==> config.mk <==
export PLATFORM = sky130hd
export DESIGN_NAME = pc_fetch_unit
export DESIGN_NICKNAME = d
export VERILOG_FILES = /design/src/rtl/cuif_types_pkg.sv /design/src/rtl/next_pc_calc.sv /design/src/rtl/pc_fetch_unit.sv
export SDC_FILE = /design/constraint.sdc
export NUM_CORES = 1
export LEC_CHECK = 0
export CAP_MARGIN = 15
export CORE_UTILIZATION = 37
export DETAILED_ROUTE_END_ITERATION = 8
export PLACE_DENSITY_LB_ADDON = 0.2
export SYNTH_ARGS = -nofsm -noshare
export SYNTH_HDL_FRONTEND = slang
export SYNTH_HIERARCHICAL = 1
export SYNTH_SLANG_ARGS = --single-unit
export TNS_END_PERCENT = 30
==> constraint.sdc <==
create_clock -name CLK -period 4.3 [get_ports CLK]
set_input_delay 0.43 -clock CLK [delete_from_list [all_inputs] [get_ports CLK]]
set_output_delay 0.43 -clock CLK [all_outputs]
set_load 0.01 [all_outputs]
==> src/rtl/cuif_types_pkg.sv <==
// Shared control-unit interface types: jump control select and fetch-unit states.
package cuif_types_pkg;

    typedef enum logic [1:0] {
        ctrlDefault = 2'b00,
        ctrlJ       = 2'b01,
        ctrlJR      = 2'b10
    } jctrl_t;

    typedef enum logic [1:0] {
        FETCH  = 2'b00,
        EXEC   = 2'b01,
        HALTED = 2'b10
    } fstate_t;

endpackage

==> src/rtl/next_pc_calc.sv <==
// Purely combinational next-PC selection: JR > J > taken branch > pc+4.
// Code 2'b11 on jctrl_in falls through to the sequential/branch path.
module next_pc_calc
    import cuif_types_pkg::*;
#(
    parameter int WORD_W = 32
) (
    input  logic [WORD_W-1:0] pc,
    input  logic [1:0]        jctrl_in,
    input  logic              branch_taken,
    input  logic [15:0]       imm16,
    input  logic [25:0]       jaddr26,
    input  logic [WORD_W-1:0] jr_target,
    output logic [WORD_W-1:0] npc,
    output logic [WORD_W-1:0] next_pc
);

    logic [WORD_W-1:0] w_br_off;

    assign npc      = pc + 32'd4;
    assign w_br_off = {{14{imm16[15]}}, imm16, 2'b00};

    always_comb begin
        next_pc = npc;
        if (jctrl_in == ctrlJR) begin
            next_pc = jr_target;
        end else if (jctrl_in == ctrlJ) begin
            next_pc = {npc[31:28], jaddr26, 2'b00};
        end else if (branch_taken) begin
            next_pc = npc + w_br_off;
        end
    end

endmodule

==> src/rtl/pc_fetch_unit.sv <==
// PC owner and fetch handshake: FETCH -> EXEC -> FETCH, sticky HALTED until reset.
// Optional retire counter output under FETCH_RETIRE_CNT_EN.
module pc_fetch_unit
    import cuif_types_pkg::*;
#(
    parameter int                WORD_W  = 32,
    parameter logic [WORD_W-1:0] PC_INIT = 32'h0000_0000
) (
    input  logic              CLK,
    input  logic              nRST,
    input  logic              ihit,
    input  logic [WORD_W-1:0] instr_in,
    input  logic              dmem_access,
    input  logic              dhit,
    input  logic [1:0]        jctrl_in,
    input  logic              branch_taken,
    input  logic [15:0]       imm16,
    input  logic [25:0]       jaddr26,
    input  logic [WORD_W-1:0] jr_target,
    input  logic              halt,
    output logic              iREN,
    output logic [WORD_W-1:0] iaddr,
    output logic [WORD_W-1:0] instr_out,
    output logic              instr_valid,
    output logic [WORD_W-1:0] npc,
    output logic              pc_en,
`ifdef FETCH_RETIRE_CNT_EN
    output logic [WORD_W-1:0] retire_cnt,
`endif
    output logic              halted
);

    fstate_t           r_state;
    logic [WORD_W-1:0] r_pc;
    logic [WORD_W-1:0] r_instr;
    logic [WORD_W-1:0] w_next_pc;
    logic              w_stall;
    logic              w_halt_now;

    next_pc_calc #(.WORD_W(WORD_W)) u_next_pc (
        .pc           (r_pc),
        .jctrl_in     (jctrl_in),
        .branch_taken (branch_taken),
        .imm16        (imm16),
        .jaddr26      (jaddr26),
        .jr_target    (jr_target),
        .npc          (npc),
        .next_pc      (w_next_pc)
    );

    // Instruction stays presented until its data-memory access completes.
    assign w_stall    = dmem_access & ~dhit;
    assign w_halt_now = (r_state == EXEC) & halt;

    assign iREN        = (r_state == FETCH);
    assign iaddr       = r_pc;
    assign instr_out   = r_instr;
    assign instr_valid = (r_state == EXEC);
    assign halted      = (r_state == HALTED);
    assign pc_en       = (r_state == EXEC) & ~halt & ~w_stall;

    always_ff @(posedge CLK) begin
        if (!nRST) begin
            r_state <= FETCH;
            r_pc    <= PC_INIT;
            r_instr <= '0;
        end else begin
            case (r_state)
                FETCH: begin
                    if (ihit) begin
                        r_instr <= instr_in;
                        r_state <= EXEC;
                    end
                end
                EXEC: begin
                    if (halt) begin
                        r_state <= HALTED;
                    end else if (!w_stall) begin
                        r_pc    <= w_next_pc;
                        r_state <= FETCH;
                    end
                end
                HALTED: r_state <= HALTED;
                default: r_state <= FETCH;
            endcase
        end
    end

`ifdef FETCH_RETIRE_CNT_EN
    logic [WORD_W-1:0] r_retire_cnt;

    always_ff @(posedge CLK) begin
        if (!nRST) begin
            r_retire_cnt <= '0;
        end else if (pc_en || w_halt_now) begin
            r_retire_cnt <= r_retire_cnt + 32'd1;
        end
    end

    assign retire_cnt = r_retire_cnt;
`endif

endmodule

# Word-level counts from Yosys, hierarchy flattened
# Cells that the tools add are included.
# word_totals
input_bits	115
register_bits	66
elab_cells	28
# op_classes
n_addsub	2
n_eq_ne	6
n_bitwise	6
n_reduce_logical	4
n_mux	7
# op_table
operator	n
$mux 32	3
$add 32x3->32 const B	1
$add 32x32->32	1
$mux 2	3
$pmux 2 s3	1
$eq 2x1->1 const B	2
$eq 2x2->1 const B	2
$reduce_and 2->1	2
$and 1x1->1	3
$ne 3x3->1 const B	1
$not 1->1	3
$reduce_and 3->1	1
$logic_not 2->1	1
$ne 2x2->1 const B	1

# Logic depth before layout (Yosys ltp)
# Gate-level depths: netlist of the first run.
# logic_depth
word_depth	5
ltp_mapped	17
depth_no_buf	17

# Hierarchy
# Netlist of the first run, hierarchy kept.
# by_module_without_submodules
mod	seq_area_each_um2	cells_per_inst	area_per_inst_um2	n_inst
next_pc_calc	0.0	539	3514.6	1
pc_fetch_unit	1321.3	291	2622.5	1

# Worst setup path before layout of the first run
# No wires, ideal clock.
# synth_timing
path_kind	reg-to-reg
startpoint	reg r_pc[2] (netlist: iaddr[2])
endpoint	reg r_pc[31] (netlist: iaddr[31])
arrival_ns	3.836
synth_period_minus_slack_ns	3.908
stages_incl_launch_ff	16
t_required_ns	4.228
setup_slack_ns	0.392
setup_ns	0.072
cell_sequence	dfxtp_1 ha_1 nand4_1 nor4_4 nand2_1 xnor2_1 ha_1 a21o_1 a21o_1 a21o_1 and4_1 or4_4 and4_4 o31ai_2 nand2_1 mux2i_1
# synth_via
elab_chain_cells	5
# synth_lines
item	line	rtl
from (decl)	pc_fetch_unit.sv:34	logic [WORD_W-1:0] r_pc;
from (signal assigned)	pc_fetch_unit.sv:79	r_pc <= w_next_pc;
$add 32x3->32	next_pc_calc.sv:20	assign npc = pc + 32'd4;
named net npc[18]	pc_fetch_unit.sv:25	output logic [WORD_W-1:0] npc,
$add 32x32->32	next_pc_calc.sv:30	next_pc = npc + w_br_off;
$mux 32	next_pc_calc.sv:29	end else if (branch_taken) begin
$mux 32	next_pc_calc.sv:27	end else if (jctrl_in == ctrlJ) begin
$mux 32	next_pc_calc.sv:25	if (jctrl_in == ctrlJR) begin
named net w_next_pc[31]	pc_fetch_unit.sv:36	logic [WORD_W-1:0] w_next_pc;
# The timed path passes the listed nets, and every way through them passes these cells.
# A chain may end at the register's enable or synchronous reset.

# Worst setup path in the final report of the first run
# layout_timing
startpoint	reg r_pc[6] (netlist: iaddr[6])
endpoint	reg r_pc[31] (netlist: iaddr[31])
# layout_via
elab_chain_cells	5
# layout_lines
item	line
$add 32x3->32 (*)	next_pc_calc.sv:20
$add 32x32->32	next_pc_calc.sv:30
$mux 32	next_pc_calc.sv:29
$mux 32 (*)	next_pc_calc.sv:27
$mux 32 (*)	next_pc_calc.sv:25
named net w_next_pc[31]	pc_fetch_unit.sv:36
# Mark *: on every way through the listed nets, which the timed path passes. The rest lies on a longest branch.

==> qor.yml, run 1 <==
drc: 0
insertion_delay_ns: 0.33
grt_pass1_vias: 6224
placed_area_um2: 8477
syn_area_um2: 6137
synth_cells: 830
design_area_um2: 8797
gr-total-overflow: 0
cts_tree: "yes"
layout-drive-gt1-share_pct: 7.900
multiInputGateArea_um2: 4502
grt_pass1_wl_mm: 33.47
cts.htree.levels: 3
yosysTopAreaCell: "dfxtp_1"
async_flop_share_pct: 0
yosysMostFrequentCell: "nand2_1"
cts_made_buffers: 9
r2r_setup_slack_ns: 0.21
total_power_uw: 2015
fmax_ghz: 0.2442
place_ws_ns: 0.2731
postSynthAreaPerCell_um2: 7.394
gp_congestion: 0.9628
worstPathArrival_ns: 4.35
post-dp-hpwl_mm: 16.83
dieArea_um2: 17110
layout_setup_ws_ns: 0.2051
ios: 215
cts.clk_slew.worst_paths_ns: 0.05
seq_area_um2: 1321
report.final.hold_viol_count: 0
rsz0062_at_grt: "no"
timing.slew.headroom_pct: 26.35
cellPowerDensity_nw_per_um2: 229.0
nFillCells: 1555
rows: 46
synth.net_count: 982
p_leak_uw: 0.003503
cp_max_fo: 7
yosysWarnings: 6
slew_viol_final: 0
ant_nets: 0
cts.sinks: 66
fp.coreArea_um2: 16060
layout.nets: 1185
start_util_pct: 38.22
finClkSkew_ns: 0.003670
port_buffers: 214
peakVddDrop_mv: 0.2366
grt_use_total_pct: 25.55
status: "completed"
vias_per_cell: 5.449
tightest_slew_ns: 1.105
final_util_pct: 54.78
yosysTopAreaCellShare_pct: 21.53
period_needed_ns: 4.095
finalWirelength_mm: 21.87
drt_first_pass_iters: 6
postCtsHoldBufs: 0
wl_per_cell_um: 17.43
seq_area_frac_synth_pct: 21.53
grt_max_degree: 57
cts_root_buf: "clkbuf_16"
cp.required_ns: 4.56
die_h_um: 130.8
ys_types: 76
endpoint_kind: "register"
worstHoldPathType: "reg -> reg"
fin_crit_sh_pct: 95.23
worst-setup-path-type: "reg -> reg"
drv_cap: 0
ys_ff_latch: 66
setup_viol_count_final: 0
synth_edf_count: 0
syn_to_final_growth_pct: 43.34
cts_buffer_depth: 2
finalSetupTns_ns: 0
antenna_found_initial: 1
synth.top_cells.by_area: "dfxtp_1 22%, nand2_1 11%, mux2i_1 8.0%"
vias: 6839
start_kind: "register"
synth_ff_type: "dfxtp_1"
synth_common_cells: "180 x nand2_1, 66 x dfxtp_1, 54 x a21oi_1"
dieWidth_um: 130.8
drtIter0Drc: 631
[power breakdown]
part	switching [µW]	leakage [µW]	internal, µW	total (µW)
logic	314	0.00281	307	621
clock network	260	0.000152	468	728
registers	23.9	0.000538	642	665
[metrics by stage]
| step | instances | hold slack (ns) |
|---|---|---|
| after floorplan | 830 | 0.4792 |
| after global placement | 1237 | 0.4393 |
| after detailed placement | 1237 | 0.4461 |
| after CTS | 1253 | 0.4528 |
| after global routing | 1255 | 0.4731 |
| final | 1255 | 0.4493 |
[final timing paths]
kind	cells after the start	to	start
max	15	iaddr[31]	iaddr[6]
min	2	instr_out[5]	instr_out[5]
max reg2reg	15	iaddr[31]	iaddr[6]
min reg2reg	2	instr_out[5]	instr_out[5]
[cells by family after synthesis]
group	share of synthesized area, %
AOI/OAI and AO/OA	24.00
and+or+nand+nor	26.91
buffers and inverters	5.443
adders and majority gates	7.666
xor gates and xnor gates	6.279
DFF	21.53
muxes	8.175
[cell type report]
type | count | share of cell area, %
Antenna cell | 1 | 0.02845
Tap cell | 216 | 3.072
Sequential cell | 66 | 15.02
Clock buffer | 15 | 3.385
Inverter | 15 | 0.6400
Clock inverter | 1 | 0.05689
Multi-Input combinational cell | 699 | 51.17
Timing Repair Buffer | 242 | 26.62
[routing by layer]
metal	track usage [%]	routed length, µm	share of wire [%]	vias to the layer above
met5	0	0	0	-
met4	7.032	300	1.4	0
met3	5.904	1888	8.6	16
met2	37.94	9536	44	283
met1	36.65	10150	46	3164
li1	-	-	-	3376
[cell usage in the layout (no fill, tap or decap), types with 8 or more instances in the layout]
cell type        netlist  routed
a21oi_1               54      54
dfxtp_1               66      66
ha_1                  36      36
a21boi_0              14      14
nor2b_1                9       9
o21ai_0               33      33
xnor2_1               26      25
nor3_1                13      13
nand3_1               25      25
xor2_1                18      18
a31oi_1                9       9
a21o_1                20      20
o211ai_1               8       8
nand2_1              180     180
a211oi_1              11      11
clkbuf_16              0       9
nand4_1               18      18
buf_4                  2      28
mux2i_1               49      49
clkdlybuf4s50_1        0     212
nor2_1                51      51
inv_1                 14      14
a21boi_1              19      19
[what timing repair did]
| item | CTS | global route |
|---|---|---|
| setup buffers | 0 | 1 |
| resized for setup | 0 | 1 |
| setup endpoints to repair | 0 | 1 |
[worst max-delay path, cell delays in order (launching register included)]
cell and delay (ns):
dfxtp_1 0.44, nand3_1 0.16, nor3_2 0.46, nand4_1 0.19, xnor2_1 0.54, ha_1 0.38
inv_1 0.12, o21ai_1 0.08, a21o_1 0.19, a211oi_2 0.21, o21ai_1 0.12, or4_4 0.54
and4_4 0.21, o31ai_2 0.18, nand2_1 0.07, mux2i_1 0.14
[sequential cells by signal, indices dropped and copies added (netlist names)]
register	count
r_state	2
instr_out	32
iaddr	32
(Power assumes the default switching activity.)
==> run 2: changes to the inputs <==
--- a/config.mk
+++ b/config.mk
@@ -9,6 +9,7 @@
 export CORE_UTILIZATION = 37
 export DETAILED_ROUTE_END_ITERATION = 8
 export PLACE_DENSITY_LB_ADDON = 0.2
+export SLEW_MARGIN = 20
 export SYNTH_ARGS = -nofsm -noshare
 export SYNTH_HDL_FRONTEND = slang
 export SYNTH_HIERARCHICAL = 1
==> qor.yml, run 2 (synthesis gave the netlist of run 1 again) <==
cts_tree: "yes"
finalWirelength_mm: 21.89  # about the same
grt_max_degree: 57  # unchanged
port_buffers: 214  # unchanged
startpoint: "iaddr[5]"
gp_congestion: 0.9628  # unchanged
rows: 46  # unchanged
cts_made_buffers: 9  # unchanged
timing.slew.headroom_pct: 38.93  # +13 points
cts.htree.levels: 3  # unchanged
top_usage_layer: "met2"
hold_ws_ns: 0.4478  # -0.001461 ns
r2r_setup_slack_ns: 0.18  # -0.02 ns
rsz0062_at_grt: "no"
worstHoldPathType: "reg -> reg"
vias: 6835  # -0.058%
finClkSkew_ns: 0.004238  # +0.0005678 ns
worst-setup-path-type: "reg -> reg"
drv_cap: 0  # unchanged
layout.nets: 1185  # unchanged
dieWidth_um: 130.8  # unchanged
met2_usage_pct: 37.94  # unchanged
tightest_slew_ns: 0.9150  # -0.1896 ns
p_leak_uw: 0.003502  # about the same
gr-total-overflow: 0  # unchanged
layout_common_cells: "212 x clkdlybuf4s50_1, 180 x nand2_1, 66 x dfxtp_1"
start_kind: "register"
worstPathArrival_ns: 4.38  # +0.03 ns
met1_usage_pct: 36.65  # unchanged
vias_per_cell: 5.446  # about the same
ant_nets: 0  # unchanged
seq_area_um2: 1321  # unchanged
nFillCells: 1555  # unchanged
cp.required_ns: 4.56  # about the same
period_needed_ns: 4.119  # +0.02392 ns
syn_to_final_growth_pct: 43.34  # unchanged
cts_root_buf: "clkbuf_16"
grt_use_total_pct: 25.55  # unchanged
drc: 0  # unchanged
crit_end: "iaddr[31]"
reg2reg_from: "iaddr[5]"
insertion_delay_ns: 0.33  # about the same
multiInputGateArea_um2: 4502  # unchanged
finalSetupTns_ns: 0  # unchanged
status: "completed"
drt_first_pass_iters: 5  # -1
rr_endpoint: "iaddr[31]"
cts.sinks: 66  # unchanged
fin_crit_sh_pct: 95.79  # +0.56 points
postCtsHoldBufs: 0  # unchanged
endpoint_kind: "register"
wl_per_cell_um: 17.44  # about the same
setup_viol_count_final: 0  # unchanged
grt_pass1_wl_mm: 33.47  # unchanged
cts_buffer_depth: 2  # unchanged
start_util_pct: 38.22  # unchanged
layout-drive-gt1-share_pct: 7.996  # +0.096 points
grt_pass1_vias: 6224  # unchanged
report.final.hold_viol_count: 0  # unchanged
slew_viol_final: 0  # unchanged
ios: 215  # unchanged
cp_max_fo: 7  # unchanged
post-dp-hpwl_mm: 16.83  # unchanged
total_power_uw: 2015  # about the same
met3_usage_pct: 5.904  # unchanged
dieArea_um2: 17110  # unchanged
fmax_ghz: 0.2428  # -0.58%
cts.clk_slew.worst_paths_ns: 0.05  # about the same
drtIter0Drc: 638  # +1.1%
cellPowerDensity_nw_per_um2: 229.1  # about the same
final_common_cell: "clkdlybuf4s50_1"
peakVddDrop_mv: 0.2358  # -0.35%
rr_worst_depth: 15  # unchanged
antenna_found_initial: 1  # unchanged
die_h_um: 130.8  # unchanged
fp.coreArea_um2: 16060  # unchanged
-- run 2: cell counts in the layout (fill, tap and decap cells not counted) --
No cell type changed its count.
-- run 2: worst min path at each step --
stage | to | from | slack [ns] | cells after the start
2_1_floorplan | instr_out[10] | instr_out[10] | 0.48 | 2
3_3_place_gp | instr_out[15] | instr_out[15] | 0.44 | 2
3_5_place_dp | instr_out[15] | instr_out[15] | 0.45 | 2
4_1_cts | instr_out[5] | instr_out[5] | 0.45 | 2
5_1_grt | instr_out[5] | instr_out[5] | 0.47 | 2
6_report | instr_out[5] | instr_out[5] | 0.45 | 2
-- run 2: what timing repair did --
action                     4_1_cts  5_1_grt
setup buffers                    0        1
setup endpoints to repair        0        1
gates resized for setup          0        1
-- run 2: final cells by class --
cell class,instances,share of cell area (%)
diodes,1,0.02845
well taps,216,3.072
clock buffers,15,3.385
flip-flops and latches,66,15.02
repair buffers,242,26.62
inverters,15,0.6400
multi-input cells,699,51.17
clock inverters,1,0.05689
-- run 2: routing by layer --
layer	up-vias	share of wire [%]
li1	3372	-
met1	3155	46
met2	290	43
met3	18	9.0
met4	0	1.6
met5	-	0
-- run 2: through the flow --
stage	cells	area [µm²]	utilization, %	worst slack, ns
global route	1255	8797	54.78	0.07406
floorplan	830	6137	-	0.3924
finish	1255	8797	54.78	0.1811
global placement	1237	8477	52.79	0.3270
CTS	1253	8780	54.68	0.2430
detailed placement	1237	8477	52.79	0.2731
-- run 2: power by group --
group / switching (µW) / internal, µW
Combinational: 314 / 307
Sequential: 23.9 / 642
Clock: 260 / 468
-- run 2: critical path: stages (launching register included) --
cell and delay [ns]:
dfxtp_1 0.44, nand3_1 0.17, nor3_2 0.46, nand4_1 0.19
xnor2_1 0.54, ha_1 0.38, inv_1 0.12, o21ai_1 0.08
a21o_1 0.19, a211oi_2 0.20, o21ai_1 0.12, or4_4 0.54
and4_4 0.21, o31ai_2 0.19, nand2_1 0.07, mux2i_1 0.14
